$ cat src/rtl/knn_stream_sequencer_if.sv
// Candidate-stream and result-stream handshake bundle for the k-NN sequencer.
// The sequencer takes the slave side; the point source and result consumer take the master side.
interface knn_stream_sequencer_if #(
  parameter int W = 15,
  parameter int K = 4
);
  localparam int DW = W + 2;

  logic                  cand_valid;
  logic                  cand_ready;
  logic [2*W-1:0]        cand;
  logic                  res_valid;
  logic                  res_ready;
  logic [K*2*W-1:0]      res_points;
  logic [K*DW-1:0]       res_dists;

  modport master (
    output cand_valid, cand, res_ready,
    input  cand_ready, res_valid, res_points, res_dists
  );

  modport slave (
    input  cand_valid, cand, res_ready,
    output cand_ready, res_valid, res_points, res_dists
  );
endinterface

$ cat src/rtl/knn_stream_sequencer.sv
// Runs one k-nearest-neighbour query over a stream of NUM_POINTS candidates,
// keeping a sorted list of the K closest (taxicab distance) and handing it to a consumer.
module knn_stream_sequencer #(
  parameter int W          = 15,
  parameter int K          = 4,
  parameter int NUM_POINTS = 16
) (
  input  logic                  clk,
  input  logic                  rst,
  input  logic                  start,
  input  logic [2*W-1:0]        query,
  input  logic                  abort,
  output logic                  busy,
  knn_stream_sequencer_if.slave bus
);
  localparam int DW = W + 2;
  localparam int CW = $clog2(NUM_POINTS) + 1;
  localparam int PW = 2 * W;

  typedef enum logic [1:0] {IDLE, LOAD, RUN, DONE} state_t;

  state_t               state, state_nxt;
  logic [CW-1:0]        count;
  logic [PW-1:0]        query_q;
  logic [K-1:0][PW-1:0] pts, pts_ins;
  logic [K-1:0][DW-1:0] dists, dists_ins;
  logic [K-1:0]         closer;
  logic [DW-1:0]        cand_dist;
  logic                 xfer;
  logic                 last;

  function automatic logic [W-1:0] abs_diff(input logic [W-1:0] a, input logic [W-1:0] b);
    logic signed [W:0] diff;
    diff = $signed({1'b0, a}) - $signed({1'b0, b});
    return (diff < 0) ? W'(-diff) : W'(diff);
  endfunction

  function automatic logic [DW-1:0] taxicab(input logic [PW-1:0] p, input logic [PW-1:0] q);
    return DW'(abs_diff(p[PW-1:W], q[PW-1:W])) + DW'(abs_diff(p[W-1:0], q[W-1:0]));
  endfunction

  assign cand_dist = taxicab(query_q, bus.cand);
  assign xfer      = bus.cand_valid && (state == RUN);
  assign last      = (count == CW'(NUM_POINTS - 1));

  // The list is kept sorted, so 'closer' is a thermometer code: once set at slot i it
  // stays set for every higher slot. Slot i takes the new entry where the code first
  // rises and takes its lower neighbour's entry everywhere above that.
  always_comb begin
    for (int i = 0; i < K; i++) begin
      closer[i] = cand_dist < dists[i];
    end
    pts_ins[0]   = closer[0] ? bus.cand  : pts[0];
    dists_ins[0] = closer[0] ? cand_dist : dists[0];
    for (int i = 1; i < K; i++) begin
      if (closer[i-1]) begin
        pts_ins[i]   = pts[i-1];
        dists_ins[i] = dists[i-1];
      end else if (closer[i]) begin
        pts_ins[i]   = bus.cand;
        dists_ins[i] = cand_dist;
      end else begin
        pts_ins[i]   = pts[i];
        dists_ins[i] = dists[i];
      end
    end
  end

  always_comb begin
    state_nxt      = state;
    busy           = (state != IDLE);
    bus.cand_ready = (state == RUN);
    bus.res_valid  = (state == DONE);
    bus.res_points = pts;
    bus.res_dists  = dists;
    case (state)
      IDLE:    if (start) state_nxt = LOAD;
      LOAD:    state_nxt = RUN;
      RUN:     if (xfer && last) state_nxt = DONE;
      DONE:    if (bus.res_ready) state_nxt = IDLE;
      default: state_nxt = IDLE;
    endcase
    if (abort) state_nxt = IDLE;
  end

  always_ff @(posedge clk or negedge rst) begin
    if (!rst) state <= IDLE;
    else      state <= state_nxt;
  end

  // Abort freezes the list and count where they are; only a new start clears them.
  always_ff @(posedge clk or negedge rst) begin
    if (!rst) begin
      count   <= '0;
      query_q <= '0;
      pts     <= '0;
      dists   <= '1;
    end else if (!abort) begin
      if (state == IDLE && start) begin
        query_q <= query;
        count   <= '0;
        pts     <= '0;
        dists   <= '1;
      end else if (xfer) begin
        count   <= count + 1'b1;
        pts     <= pts_ins;
        dists   <= dists_ins;
      end
    end
  end
endmodule

$ cat src/flat_wrapper.sv
// flat-port wrapper written by rule: the top's interface ports become plain ports
module knn_stream_sequencer_flat 
#(
  parameter int W          = 15,
  parameter int K          = 4,
  parameter int NUM_POINTS = 16
)
  (clk, rst, start, query, abort, busy, bus_cand_valid, bus_cand, bus_res_ready, bus_cand_ready, bus_res_valid, bus_res_points, bus_res_dists);
  knn_stream_sequencer_if #(.W(W), .K(K)) bus_i ();
  input  logic clk;
  input  logic rst;
  input  logic start;
  input  logic [2*W-1:0] query;
  input  logic abort;
  output logic busy;
  input wire logic [$bits(bus_i.cand_valid)-1:0] bus_cand_valid;
  input wire logic [$bits(bus_i.cand)-1:0] bus_cand;
  input wire logic [$bits(bus_i.res_ready)-1:0] bus_res_ready;
  output wire logic [$bits(bus_i.cand_ready)-1:0] bus_cand_ready;
  output wire logic [$bits(bus_i.res_valid)-1:0] bus_res_valid;
  output wire logic [$bits(bus_i.res_points)-1:0] bus_res_points;
  output wire logic [$bits(bus_i.res_dists)-1:0] bus_res_dists;
  assign bus_i.cand_valid = bus_cand_valid;
  assign bus_i.cand = bus_cand;
  assign bus_i.res_ready = bus_res_ready;
  assign bus_cand_ready = bus_i.cand_ready;
  assign bus_res_valid = bus_i.res_valid;
  assign bus_res_points = bus_i.res_points;
  assign bus_res_dists = bus_i.res_dists;
  knn_stream_sequencer #(.W(W), .K(K), .NUM_POINTS(NUM_POINTS)) u_core (.clk(clk), .rst(rst), .start(start), .query(query), .abort(abort), .busy(busy), .bus(bus_i));
endmodule
$ cat config.mk
export PLATFORM = sky130hd
export DESIGN_NAME = knn_stream_sequencer_flat
export DESIGN_NICKNAME = d
export VERILOG_FILES = /design/src/rtl/knn_stream_sequencer_if.sv /design/src/rtl/knn_stream_sequencer.sv /design/src/flat_wrapper.sv
export SDC_FILE = /design/constraint.sdc
export NUM_CORES = 1
export LEC_CHECK = 0
export ABC_CLOCK_PERIOD_IN_PS = 8900
export CORE_MARGIN = 5
export CORE_UTILIZATION = 54
export DETAILED_ROUTE_END_ITERATION = 6
export MAX_ROUTING_LAYER = met4
export PLACE_DENSITY_LB_ADDON = 0.25
export SYNTH_ARGS = -nofsm -noshare
export SYNTH_HDL_FRONTEND = slang
export SYNTH_SLANG_ARGS = --single-unit
$ cat constraint.sdc
create_clock -name clk -period 8.9 [get_ports clk]
set_input_delay 1.335 -clock clk [delete_from_list [all_inputs] [get_ports clk]]
set_output_delay 1.335 -clock clk [all_outputs]
set_load 0.02 [all_outputs]
# Yosys cells after proc, flatten, opt, wreduce, memory -nomap -nowiden
# Index checks and enable logic that the tools add are counted.
[totals]
ff_bits = 225
input_bits = 66
out_inout_bits = 191
wordCells = 75
[classes]
addsub = 6
magnitude_cmp = 6
n_eq_ne = 7
mux = 27
bitwise_logic = 1
n_reduce_logical = 17
[op_table]
columns = ["cell", "count"]
rows = [
  ["$mux 120", 2],
  ["$mux 30", 7],
  ["$mux 68", 2],
  ["$mux 17", 7],
  ["$lt 17x17->1", 4],
  ["$lt 16x1->1 const B", 2],
  ["$sub 15x15->16", 2],
  ["$mux 15", 2],
  ["$neg 15->15", 2],
  ["$add 15x15->16", 1],
  ["$reduce_and 3->1", 5],
  ["$mux 5", 2],
  ["$reduce_bool 3->1", 3],
  ["$mux 2", 4],
  ["$pmux 2 s4", 1],
  ["$ne 3x3->1 const B", 2],
  ["$reduce_bool 2->1", 3],
  ["$add 5x1->5 const B", 1],
  ["$eq 5x4->1 const B", 1],
  ["$eq 2x2->1 const B", 2],
  ["$reduce_and 2->1", 2],
  ["$logic_and 1x1->1", 3],
  ["$ne 3x2->1 const B", 1],
  ["$eq 2x1->1 const B", 1],
  ["other kinds (2)", 2],
]

# Logic depth before layout (Yosys ltp)
[depth]
ltp_word = 9
ltp_mapped = 31
depth_no_buf = 29

# Worst setup path before layout
# OpenSTA, ideal clock, no wires.
[synth_timing]
path_kind = "input -> register"
startpoint = "input port bus_cand[2]"
endpoint = "register u_core.dists (netlist bit u_core.bus.res_dists[21])"
setup_time_ns = 0.096
t_arrival_ns = 7.154
required_ns = 8.804
setup_slack_ns = 1.650
cell_stages = 29
path_buffers = 3
path_cell_list = "inv_1 ha_1 o21ai_0 a21oi_1 o21ai_1 a21oi_1 o41ai_1 o21ai_0 buf_2 mux2i_1 inv_1 ha_1 a211oi_1 o211ai_1 a31oi_1 o21a_1 a21oi_1 xnor2_1 inv_1 ha_1 a21o_1 a21o_1 a221oi_1 inv_1 o31ai_4 buf_2 buf_4 mux2i_1 a31oi_1"
[synth_between]
elab_chain_len = 8
word_cells_on_any_way = 13
cone_classes = "add/sub: 3; order compare: 3; mux: 5; reduce/logical: 2"
[synth_rtl]
columns = ["element", "line", "text"]
rows = [
  ["from (decl)", "flat_wrapper.sv:17", "input wire logic [$bits(bus_i.cand)-1:0] bus_cand;"],
  ["$sub 15x15->16 (*)", "knn_stream_sequencer.sv:34", "diff = $signed({1'b0, a}) - $signed({1'b0, b});"],
  ["$neg 15->15 / $lt 16x1->1 (equally long branches)", "knn_stream_sequencer.sv:35", "return (diff < 0) ? W'(-diff) : W'(diff);"],
  ["$mux 15 (*)", "knn_stream_sequencer.sv:35", ""],
  ["$add 15x15->16 (*)", "knn_stream_sequencer.sv:39", "return DW'(abs_diff(p[PW-1:W], q[PW-1:W])) + DW'(abs_diff(p[W-1:0], q[W-1:0]));"],
  ["$lt 17x17->1 / $mux 17 (equally long branches)", "knn_stream_sequencer.sv:51, knn_stream_sequencer.sv:59", ""],
  ["$mux 17", "knn_stream_sequencer.sv:56", "if (closer[i-1]) begin"],
  ["$mux 68", "knn_stream_sequencer.sv:104", "end else if (xfer) begin"],
  ["$mux 68", "knn_stream_sequencer.sv:99", "if (state == IDLE && start) begin"],
  ["to (signal assigned)", "knn_stream_sequencer.sv:107", "dists <= dists_ins;"],
  ["to (decl)", "knn_stream_sequencer.sv:26", "logic [K-1:0][DW-1:0] dists, dists_ins;"],
]
# Mark *: on every way between the ends. The rest lies on a longest branch, timed or not. The select of a mux whose other input is x is not followed.
# A chain may end at the register's enable or synchronous reset.

# Worst setup path after layout
[layout_timing]
startpoint = "input port bus_cand[2]"
endpoint = "register u_core.pts (netlist bit u_core.bus.res_points[41])"
[layout_between]
elab_chain_len = 8
word_cells_on_any_way = 12
cone_classes = "add/sub: 3; order compare: 3; mux: 4; reduce/logical: 2"
[layout_rtl]
columns = ["element", "line", "text"]
rows = [
  ["$sub 15x15->16 (*)", "knn_stream_sequencer.sv:34", ""],
  ["$neg 15->15 / $lt 16x1->1 (equally long branches)", "knn_stream_sequencer.sv:35", ""],
  ["$mux 15 (*)", "knn_stream_sequencer.sv:35", ""],
  ["$add 15x15->16 (*)", "knn_stream_sequencer.sv:39", ""],
  ["$lt 17x17->1", "knn_stream_sequencer.sv:51", "closer[i] = cand_dist < dists[i];"],
  ["$mux 30", "knn_stream_sequencer.sv:56", ""],
  ["$mux 120", "knn_stream_sequencer.sv:104", ""],
  ["$mux 120", "knn_stream_sequencer.sv:99", ""],
  ["to (signal assigned)", "knn_stream_sequencer.sv:106", "pts <= pts_ins;"],
  ["to (decl)", "knn_stream_sequencer.sv:25", "logic [K-1:0][PW-1:0] pts, pts_ins;"],
]
# Marks and branches as above.

==> results.cfg <==
[cts]
cts_tree = yes
clock_latency_ns = 0.54
clockBufferDepth = 3
h-tree-depth = 1
post_cts_buffers = 0
cts_sinks = 225
cts_buffers = 25
cts_hold_buffers = 0
cts_root_buffer = clkbuf_16
ctsResizeCount = 0
clk_pin_slew_worst_paths_ns = 0.06

[finish]
fin_nets = 2031
synthToLayoutAreaGrowth_pct = 26.33
final_layout_size_suffix_gt1_share_pct = 11.13
seq_area_um2 = 5715
finalNonFillerCells = 2210
insertedDiodeCount = 0
fill_cells = 2083
multiInputGateArea_um2 = 8115

[detailed_routing]
drt_pass1_iterations = 6
vias_per_cell = 5.820
drc = 0
drt_wl_total_um = 42380
avgRoutedWirePerCell_um = 19.18
first_iter_violations = 957
ant_nets = 0
vias = 12860

[critical_path]
cp_num_cells = 29
endpoint = u_core.bus.res_points[41]$_DFFE_PN0P_
cp.required_ns = 9.33
end_kind = flop
crit_path_start = bus_cand[2]
critPathBufInv = 7
r2r-end = u_core.bus.res_points[41]$_DFFE_PN0P_
worstSetupPathType = in -> reg
rr_worst_depth = 27
crit_arrival_ns = 8.72
worst-r2r-setup-slack_ns = 1.72
startpoint_type = primary input
critPathMaxStageDelay_ns = 0.52
cpMostUsedCell = a21oi_1
cpMaxStageDelayCell = clkdlybuf4s50_1
critPathTopFamily = compound AO/OA/AOI/OAI gates
critPathMaxFanout = 65
worstReg2RegStart = u_core.query_q[2]$_DFFE_PN0P_

[timing]
setup_tns_ns = 0
hold_viol_final = 0
maxSlewHeadroom_pct = 30.14
tightest_slew_ns = 1.046
setup_violations = 0
min_period_ns = 8.288
drv_slew = 0
skew_ns = 0.01330
rsz0062_at_grt = false
period_share_pct = 93.12
fmax_mhz = 120.7

[synth]
yosys_most_used_dff = dfrtp_1
synth_fa_ha_area_share_pct = 10.02
netlist.top_cell.by_area = dfrtp_1
synth_edf_count = 0
avgSynthCellArea_um2 = 9.066
synth_mux_area_share_pct = 10.37
ys_seq_area_share_pct = 39.18
ys_top_cells_by_area = dfrtp_1 27%, dfstp_2 12%, ha_1 9.6%
synth_nets = 1790
synth_compound_area_share_pct = 16.68
syn-cell-area_um2 = 14590
synth_top_family_by_area = compound AO/OA/AOI/OAI gates
synth_cells = 1609
ys_async_sr_fraction_pct = 100.0
synth_most_common_cell = nand2_1
synth-xor-area-share_pct = 3.543
yosys.cell_types.count = 74
ys_warn_count = 0
synth_top_area_share_pct = 26.93
synth-simple-area-share_pct = 14.69
ys_ff_latch = 225
synth_common_cells = 190 x nand2_1, 158 x nor2_1, 157 x dfrtp_1, 119 x inv_1, 112 x ha_1

[global_routing]
grt_pass1_wl_um = 68010
grt_pass1_vias = 12560
antenna_found_initial = 0
grt_max_degree = 91
globalRouteTotalUtil_pct = 27.90
grt_overflow = 0

[worst_hold_path]
hold_path.class = reg -> reg
whs_path_depth = 2

[placement]
port_buffers = 256
gp_congestion = 1.053
placed_cells = 2164
place_hpwl_um = 31630

[floorplanning]
placementRows = 60
initial_core_util_pct = 54.43
core_area_um2 = 26800
ios = 257
die_h_um = 174.4
die-area_um2 = 30400
die_w_um = 174.4

[flow_run]
cap_violations = 0

[outcome]
status = finished clean
[cells by family (layout without fill, tap and decap cells)]
logic type	after synthesis	count (layout)
buf+inv	198	458
mux	145	145
fa+ha+maj	115	115
simple gates	491	491
compound gates	376	376
flops	225	225
xor+xnor	59	59
[per-layer routing]
layer / global-route usage (%) / routed length [um] / vias to the layer above
met5: - / 0 / -
met4: 8.842 / 1578 / 0
met3: 4.263 / 2938 / 106
met2: 43.85 / 19380 / 487
met1: 37.43 / 18480 / 6152
li1: - / - / 6118
[per-stage QoR]
| stage | setup slack, ns | hold WS, ns | area, um2 | utilization [%] |
|---|---|---|---|---|
| floorplan | 1.650 | 0.4497 | 14590 | - |
| global placement | 0.3935 | 0.4648 | 17600 | 65.67 |
| detailed placement | 0.2356 | 0.4708 | 17600 | 65.67 |
| CTS | 0.7557 | 0.4824 | 18430 | 68.75 |
| global route | 0.05838 | 0.4954 | 18430 | 68.75 |
| finish | 0.6122 | 0.4796 | 18430 | 68.75 |
[worst min path at each step]
stage / slack, ns / to / startpoint
global route: 0.50 / u_core.bus.res_dists[0]$_DFFE_PN1P_ / u_core.bus.res_dists[0]$_DFFE_PN1P_
global placement: 0.46 / u_core.query_q[12]$_DFFE_PN0P_ / u_core.query_q[12]$_DFFE_PN0P_
floorplan: 0.45 / u_core.query_q[10]$_DFFE_PN0P_ / u_core.query_q[10]$_DFFE_PN0P_
detailed placement: 0.47 / u_core.query_q[8]$_DFFE_PN0P_ / u_core.query_q[8]$_DFFE_PN0P_
finish: 0.48 / u_core.query_q[11]$_DFFE_PN0P_ / u_core.query_q[11]$_DFFE_PN0P_
CTS: 0.48 / u_core.bus.res_dists[0]$_DFFE_PN1P_ / u_core.bus.res_dists[0]$_DFFE_PN1P_
[state kept, by name, indices dropped and copies added, names as in the netlist]
signal,count
u_core.count,5
u_core.bus.res_points,120
u_core.bus.res_dists,68
u_core.query_q,30
u_core.state,2
[placed cells by master (no fill, tap or decap), types with 25 or more instances in the layout]
| cell type | synthesis | final |
|---|---|---|
| a21o_1 | 52 | 52 |
| a21oi_1 | 97 | 96 |
| a31oi_1 | 34 | 34 |
| buf_4 | 7 | 33 |
| clkbuf_16 | 0 | 25 |
| clkdlybuf4s50_1 | 0 | 255 |
| dfrtp_1 | 157 | 157 |
| dfstp_2 | 68 | 68 |
| ha_1 | 112 | 112 |
| inv_1 | 119 | 119 |
| mux2_2 | 44 | 44 |
| mux2i_1 | 96 | 96 |
| nand2_1 | 190 | 190 |
| nor2_1 | 158 | 157 |
| nor3_1 | 58 | 58 |
| o21ai_0 | 69 | 69 |
| o31ai_1 | 35 | 35 |
| xnor2_1 | 37 | 37 |
[area by class of cell]
cell class,count,area share [%]
well taps,341,2.315
multi-input cells,1186,44.04
clock buffers,35,3.816
inverters,119,2.424
flip-flops and latches,225,31.02
repair buffers,293,15.71
clock inverters,11,0.6722
[worst register-to-register path, cell delays in order, from the launching register on]
cell,delay [ns]
dfrtp_1,0.41
ha_1,0.34
o21ai_0,0.36
a21oi_1,0.15
o21ai_1,0.25
a21oi_1,0.10
o41ai_1,0.42
o21ai_0,0.24
buf_4,0.23
nor2_1,0.12
xnor2_1,0.08
ha_1,0.36
nor2b_1,0.16
o31ai_1,0.36
a21oi_1,0.23
a21oi_1,0.19
a211o_1,0.16
xor2_1,0.34
inv_1,0.23
ha_1,0.34
and4_1,0.21
a221oi_1,0.33
inv_1,0.13
o31ai_4,0.33
buf_4,0.24
o31ai_4,0.07
buf_4,0.34
o31ai_1,0.38
Power is left out: the tool's default activity adds up to more than one toggle a clock period on the data nets, which glitch-free logic cannot reach.
==> patch, RTL diff (same settings) <==
`K` is set to 4 in 3 places; all go to 5.
--- a/src/rtl/knn_stream_sequencer_if.sv
+++ b/src/rtl/knn_stream_sequencer_if.sv
@@ -4,3 +4,3 @@
   parameter int W = 15,
-  parameter int K = 4
+  parameter int K = 5
 );
--- a/src/rtl/knn_stream_sequencer.sv
+++ b/src/rtl/knn_stream_sequencer.sv
@@ -4,3 +4,3 @@
   parameter int W          = 15,
-  parameter int K          = 4,
+  parameter int K          = 5,
   parameter int NUM_POINTS = 16
--- a/src/flat_wrapper.sv
+++ b/src/flat_wrapper.sv
@@ -4,3 +4,3 @@
   parameter int W          = 15,
-  parameter int K          = 4,
+  parameter int K          = 5,
   parameter int NUM_POINTS = 16
Interface: changed (resized bus_res_dists and bus_res_points); port bits go from 257 to 304. The function was not compared with the original's and may differ.
==> patch against the original RTL <==
- the run now ends with design-rule violations left
- global-route usage is 3.6 points higher
- non-clock buffer count is 57 higher
- setup slack worse by 0.064 ns
- die area is 14% higher
- area after synthesis is 15% higher
- design area is 16% higher
- routed wire length is 28% higher
- sequential cell count is 47 higher
- clock skew is 0.0067 ns higher
Power is left out: the tool's default activity adds up to more than one toggle a clock period on the data nets, which glitch-free logic cannot reach.
==> patch: results (changes against the original RTL) <==
root buffer cell clkbuf_16 (unchanged); Tightest Hold Check Type flip-flop to flip-flop (unchanged); Via Count 15500 (was 12900); Hold Path Sink u_core.bus.res_points[141]$_DFFE_PN0P_ (was u_core.query_q[11]$_DFFE_PN0P_); R2R Setup Slk 1.51 ns (was 1.72 ns); number of global-route vias before repair 14800 (was 12600); worst skew pair latency 0.57 ns (was 0.54 ns); count leader, synth nor2_1 (was nand2_1); Hold Crit Start u_core.bus.res_points[141]$_DFFE_PN0P_ (was u_core.query_q[11]$_DFFE_PN0P_); largest net degree at the start of global routing 130 (was 91); register area share after synthesis 41.4% (was 39.2%); Overall Global Routing Usage 31.5% (was 27.9%); Antenna Cells 0 (unchanged); Mapped Nets 2068 (was 1790); CP Launch Point bus_cand[0] (was bus_cand[2]); Total Routed Length 54300 um (was 42400 um); Worst-Margin Slew 1.03 ns (was 1.05 ns); IO buf count 303 (was 256); FF-to-FF End u_core.bus.res_points[42]$_DFFE_PN0P_ (was u_core.bus.res_points[41]$_DFFE_PN0P_); nets 2340 (was 2031); max reg flops 150 (was 120); R2R Path Start u_core.query_q[0]$_DFFE_PN0P_ (was u_core.query_q[2]$_DFFE_PN0P_); Crit path arrival time 8.82 ns (was 8.72 ns); synth cell count leaders nor2_1 (226), a21oi_1 (214), nand2_1 (193), dfrtp_1 (187), inv_1 (138) (was nand2_1 (190), nor2_1 (158), dfrtp_1 (157), inv_1 (119), ha_1 (112)); TritonCTS Buffers 30 (was 25); layout cells sized above 1 11.3% (was 11.1%); DP Wirelength 41500 um (was 31600 um); failing checks design-rule violations; TritonRoute pass-1 iters 7 (was 6); initial DRC count 1729 (was 957); skew final 0.0200 ns (was 0.0133 ns); Area contributors post-synth dfrtp_1 (28%), dfstp_2 (13%), ha_1 (9.5%) (was dfrtp_1 (27%), dfstp_2 (12%), ha_1 (9.6%)); outcome finished, violations left (was complete, no violations); Residual DRC 8 (was 0); post-synth cell types 66 (was 74); Min-Delay Path Depth 2 (unchanged); Crit Path Max Fanout 60 (was 65); reg2reg path depth 31 (was 27); largest stage delay on the critical path 0.62 ns (was 0.52 ns); Filler cells 2414 (was 2083); global-route wire length before repair 83500 um (was 68000 um); Reg clk slew, reported paths 0.06 ns (about the same); GP Congestion 0.990 (was 1.05)
==> patch: kinds of logic (layout without fill, tap and decap cells) <==
logic type	Yosys count	count (layout)	synth area share [%]
muxes	59	59	3.75
buffers and inverters	248	544	5.73
and+or+nand+nor	521	521	13.2
DFF	272	272	41.4
AOI/OAI and AO/OA	580	580	22.9
xor gates and xnor gates	62	62	3.25
adders and majority gates	130	130	9.86
==> patch: per-stage QoR <==
| stage | util [%] | setup WS (ns) | hold WS [ns] | instances | cell area, sq um |
|---|---|---|---|---|---|
| floorplan | - | 1.53 | 0.485 | 1872 | 16700 |
| global placement | 66.5 | 0.462 | 0.463 | 2508 | 20300 |
| detailed placement | 66.5 | 0.224 | 0.469 | 2508 | 20300 |
| CTS | 69.8 | 0.740 | 0.483 | 2564 | 21400 |
| global route | 69.9 | 0.0213 | 0.499 | 2564 | 21400 |
| finish | 69.9 | 0.548 | 0.479 | 2564 | 21400 |
==> patch: cell type report <==
type	instances	area (sq um)	share of cell area, %
sequential	272	6910	32.3
multi-input combinational	1352	8910	41.7
clock buffer	39	825	3.86
clock inverter	17	199	0.931
tap	396	495	2.32
timing repair buffer	350	3510	16.4
inverter	138	518	2.42
==> patch: metal layers <==
metal  part of all wire, %  wire length (um)  GRT usage [%]  up-vias
met1                    43             23500           46.0     7439
met5                     0                 0              -        -
li1                      -                 -              -     7176
met4                   4.2              2280           11.1        0
met3                   9.3              5030           4.48      130
met2                    43             23500           45.2      754
==> patch: what timing repair did <==
item                       in CTS  in global routing
setup endpoints to repair       0                  2
resized for setup               0                  2
setup buffers                   0                  0
==> patch: worst max-delay path: cells and delay by family <==
kind | cells | cell delay, ns
compound gates | 13 | 2.69
xor+xnor | 3 | 0.71
simple gates | 7 | 1.40
buf+inv | 4 | 1.28
fa+ha+maj | 4 | 1.34
